===== src/rtl/magic_reader.sv =====
// Single-outstanding read bridge: latches a client selector, strobes the magic
// data source, and returns its data or a timeout error through a response handshake.
module magic_reader #(
    parameter int SEL_W   = 12,
    parameter int DATA_W  = 64,
    parameter int TIMEOUT = 16
) (
    input  logic              clock,
    input  logic              reset,
    input  logic              req_valid,
    output logic              req_ready,
    input  logic [SEL_W-1:0]  req_select,
    output logic              resp_valid,
    input  logic              resp_ready,
    output logic [DATA_W-1:0] resp_data,
    output logic              resp_err,
    output logic [SEL_W-1:0]  read_select,
    output logic              read_ready,
    input  logic              read_valid,
    input  logic [DATA_W-1:0] read_data,
    output logic [15:0]       err_count
);

    // state | meaning
    // IDLE  | waiting for a client request (req_ready=1)
    // ISSUE | read strobe to the source, timeout counter running (read_ready=1)
    // RESP  | response held until the client takes it (resp_valid=1)
    localparam logic [1:0] IDLE  = 2'd0;
    localparam logic [1:0] ISSUE = 2'd1;
    localparam logic [1:0] RESP  = 2'd2;

    localparam logic [15:0] TC_LAST = 16'(TIMEOUT - 1);

    logic [1:0]        state_q,   state_d;
    logic [SEL_W-1:0]  sel_q,     sel_d;
    logic [DATA_W-1:0] data_q,    data_d;
    logic              err_q,     err_d;
    logic [15:0]       err_count_q, err_count_d;
    logic [15:0]       tcnt_q,    tcnt_d;

    always_comb begin
        state_d     = state_q;
        sel_d       = sel_q;
        data_d      = data_q;
        err_d       = err_q;
        err_count_d = err_count_q;
        tcnt_d      = tcnt_q;
        case (state_q)
            IDLE: begin
                if (req_valid) begin
                    sel_d   = req_select;
                    tcnt_d  = 16'd0;
                    state_d = ISSUE;
                end
            end
            ISSUE: begin
                if (read_valid) begin
                    data_d  = read_data;
                    err_d   = 1'b0;
                    state_d = RESP;
                end else if (tcnt_q == TC_LAST) begin
                    data_d  = '0;
                    err_d   = 1'b1;
                    state_d = RESP;
                    // saturate rather than wrap so a stuck source stays visible
                    if (err_count_q != 16'hFFFF) begin
                        err_count_d = err_count_q + 16'd1;
                    end
                end else begin
                    tcnt_d = tcnt_q + 16'd1;
                end
            end
            RESP: begin
                if (resp_ready) begin
                    state_d = IDLE;
                end
            end
            default: begin
                state_d = IDLE;
            end
        endcase
    end

    always_ff @(posedge clock or negedge reset) begin
        if (!reset) begin
            state_q     <= IDLE;
            sel_q       <= '0;
            data_q      <= '0;
            err_q       <= 1'b0;
            err_count_q <= 16'd0;
            tcnt_q      <= 16'd0;
        end else begin
            state_q     <= state_d;
            sel_q       <= sel_d;
            data_q      <= data_d;
            err_q       <= err_d;
            err_count_q <= err_count_d;
            tcnt_q      <= tcnt_d;
        end
    end

    assign req_ready   = (state_q == IDLE);
    assign read_ready  = (state_q == ISSUE);
    assign resp_valid  = (state_q == RESP);
    assign read_select = sel_q;
    assign resp_data   = data_q;
    assign resp_err    = err_q;
    assign err_count   = err_count_q;

endmodule


===== config.mk =====
export PLATFORM = sky130hd
export DESIGN_NAME = magic_reader
export DESIGN_NICKNAME = d
export VERILOG_FILES = /design/src/rtl/magic_reader.sv
export SDC_FILE = /design/constraint.sdc
export NUM_CORES = 1
export LEC_CHECK = 0
export ABC_AREA = 1
export CORE_UTILIZATION = 41
export DETAILED_ROUTE_END_ITERATION = 8
export GPL_TIMING_DRIVEN = 1
export PLACE_DENSITY = 0.75
export SETUP_SLACK_MARGIN = 0.4
export SYNTH_ARGS = -nofsm -noshare
export SYNTH_HDL_FRONTEND = slang
export SYNTH_SLANG_ARGS = --single-unit

===== constraint.sdc =====
create_clock -name clock -period 1.5 [get_ports clock]
set_input_delay 0.3 -clock clock [delete_from_list [all_inputs] [get_ports clock]]
set_output_delay 0.3 -clock clock [all_outputs]
set_load 0.01 [all_outputs]

==> run metrics <==
chip height 114 um; DP Worst Slack -0.201 ns; Tmin final 1.64 ns; crit start category flop; setup slack, reg-to-reg -0.14 ns; TritonCTS Buffers 9; Total GRT Usage 27.3%; Synth Instances 636; Crit Reg-Reg Endpoint err_count[5]; FF-to-FF path depth 8; Synth cell types 24; multi-input logic area 0.00293 mm^2; DIE AREA 0.0129 mm^2; Netlist Area Pre-Place 0.00510 mm^2; Crit Path Max Fanout 7; Vias 5738; Sw Ratio 36.3%; FF+latch count, synth 111; arrival time of the worst setup path 1.88 ns; Hold Fails Final Rpt 0; net switching power 5.26 mW; average wire per standard cell 16.9 um; reg2reg start tcnt_q[4]; CTS H-tree depth 3; vias per std cell 5.12; largest net degree at the start of global routing 50; final clock skew 0.00906 ns; final worst-path setup slack -0.143 ns; clock sink count 111; first-pass GRT wire length 27400 um; required time worst endpoint 1.74 ns; total wire length 18900 um; Max Cap Viol 0; Worst path max stage delay 0.39 ns; CTS tree built; fillers 780; flip-flop and latch area 0.00279 mm^2; crit-path cells nor2_2 > nand2_1 > nor2_4 > nand2_4 > nor2_4 > nand2_4 > nand2_1 > nand2_1; fmax 609 MHz; port bufs 176; Finished Core Util 77.2%; cell mode on critical path nand2_1; P&R area growth vs syn 82.7%; first-pass iteration count of the detailed router 5; Min Hold Slack 0.370 ns; diode count 0; Synth Flop Type dfrtp_1; Clock Tree Root clkbuf_16; Crit path max-delay family simple AND/OR/NAND/NOR gates; final setup violation count 82; Worst Max-Slew Pin Slew 0.374 ns; fraction of registers with async set/reset 100%; critical path endpoint category flop; total gr overflow 0; core area 0.0121 mm^2; peak supply drop 0.999 mV; Nets 1030; final non-filler cell total 1120; buffers and inverters on the worst path 0; Pins Over Slew Limit 0; RSZ-0062 raised after global routing yes; CP max-delay cell dfrtp_1; initial antenna violation count 0; Worst slew margin 75.0%; power density over the cells 1560 mW/mm^2; post-synth net total 719; Lkg Pwr 4.73 nW; share of post-route cells with drive strength above 1 44.4%; Placer Congestion 0.879; sequential fraction of the synthesis area 54.5%; clk_lat worst skew 0.35 ns; DRC viols 0; Die Width 114 um; Flop pwr share 32.8%; min-delay worst type input port to async pin; I/O pin total 177; clock transition at the registers of the reported paths 0.07 ns; critical path depth 8; crit share post-route 110%; Comb pwr share 49.1%; post-detail-place hpwl 10400 um; Clock Power Share 18.1%; Core Rows 40; Starting Density 42.3%; Post-synth EDFFs 0; status finished with violations; syn avg cell area 8.01 um^2; CP Class flop to flop; YS warnings 0; Inst Count DP 1005; Cell Int Power 9.23 mW; DR iter-0 viols 357; vias in the first global route 5646; clk buf depth 2; Detail Route Antenna Nets 0; violated checks negative setup slack
cell families (layout without fill, tap and decap cells):
kind of cell,count (synthesis),in the layout,synth area share [%]
AO/OA/AOI/OAI,21,21,2.16
multiplexers,12,12,2.65
flip-flops,111,111,54.5
buffers and inverters,57,367,5.20
adder cells (fa/ha/maj),2,2,0.491
AND/OR/NAND/NOR,425,431,33.6
XOR/XNOR,8,8,1.37
per-stage QoR:
stage / cell area (um^2) / setup TNS [ns] / total power [mW]
after floorplan: 5300 / 0 / 6.86
after global placement: 7510 / -8.69 / 9.79
after detailed placement: 7510 / -11.40 / 9.92
after CTS: 8480 / 0 / 12.9
after global routing: 9320 / -12.45 / 15.2
final: 9320 / -8.38 / 14.5
placed cells by master, fill, tap and decap left out, types with 2 or more instances in the layout:
master,netlist,layout
a21oi_2,0,5
buf_12,0,9
buf_16,0,2
buf_2,5,48
buf_4,2,102
buf_6,5,70
bufinv_16,0,2
clkbuf_16,0,12
clkdlybuf4s50_1,0,79
dfrtp_1,111,100
dfrtp_2,0,11
ha_4,0,2
inv_1,37,31
inv_2,0,3
inv_4,0,2
inv_6,0,2
mux2_4,0,12
nand2_1,307,245
nand2_2,4,36
nand2_4,0,28
nand2_8,0,8
nand3_1,55,27
nand3_2,1,24
nand3_4,0,5
nand3b_1,2,2
nand4_1,6,6
nor2_1,45,18
nor2_2,4,17
nor2_4,0,14
o21ai_0,12,2
o21ai_1,1,5
o21ai_2,0,5
xnor2_1,5,5
xor2_1,3,3
cells in the mapped netlist (3+ instances only):
library cell / n / area, um^2
buf_6: 5 / 56.3
nor2_2: 4 / 25.0
mux2_2: 12 / 135
dfrtp_1: 111 / 2780
nand2_2: 4 / 25.0
nand3_1: 55 / 275
buf_2: 5 / 25.0
nand2_1: 307 / 1150
inv_1: 37 / 139
nor2_1: 45 / 169
nand4_1: 6 / 37.5
xnor2_1: 5 / 43.8
xor2_1: 3 / 26.3
o21ai_0: 12 / 60.1
a21oi_1: 6 / 30.0
clkbuf_1: 8 / 30.0
what timing repair did:
action	4_1_cts	5_1_grt
cloned	8	5
buffers inserted	52	33
gates resized for setup	520	132
endpoints found under the setup margin	207	207
hold buffers	1	0
endpoints found under the hold margin	18	0
pin swaps	30	30
state kept, by name, summed over array words and instances, names as in the netlist:
register     cells
resp_data       64
state_q          2
resp_err         1
tcnt_q          16
read_select     12
err_count       16
power by group through the flow:
stage | logic [mW] | registers (mW) | clock network (mW)
3_5_place_dp | 5.26 | 4.66 | 0
5_1_grt | 7.58 | 4.86 | 2.79
4_1_cts | 5.56 | 4.67 | 2.67
3_3_place_gp | 5.17 | 4.62 | 0
6_report | 7.11 | 4.76 | 2.62
2_1_floorplan | 1.77 | 5.09 | 0
area by class of cell:
type                       instances  share of cell area, %
clock buffer                      10                   2.46
clock inverter                     6                  0.981
inverter                          37                   1.68
multi-input combinational        474                   31.5
sequential                       111                   30.0
tap                              168                   2.26
timing repair buffer             314                   31.2
worst max-delay path by stage:
| stage | startpoint | end | slack (ns) |
|---|---|---|---|
| 4_1_cts | tcnt_q[1] | resp_data[4] | 0.05 |
| 2_1_floorplan | err_count[0] | err_count[3] | 0.06 |
| 6_report | tcnt_q[4] | err_count[5] | -0.14 |
| 3_5_place_dp | read_valid | tcnt_q[15] | -0.20 |
| 3_3_place_gp | read_valid | tcnt_q[13] | -0.16 |
| 5_1_grt | tcnt_q[7] | resp_data[57] | -0.19 |
routing by layer:
layer	wire [um]	track usage (%)	vias up
li1	-	-	2618
met1	6930	30.5	2789
met2	9880	48.0	272
met3	1580	8.77	59
met4	558	11.4	0
met5	0	0	-
Power figures use the tool's default switching activity.
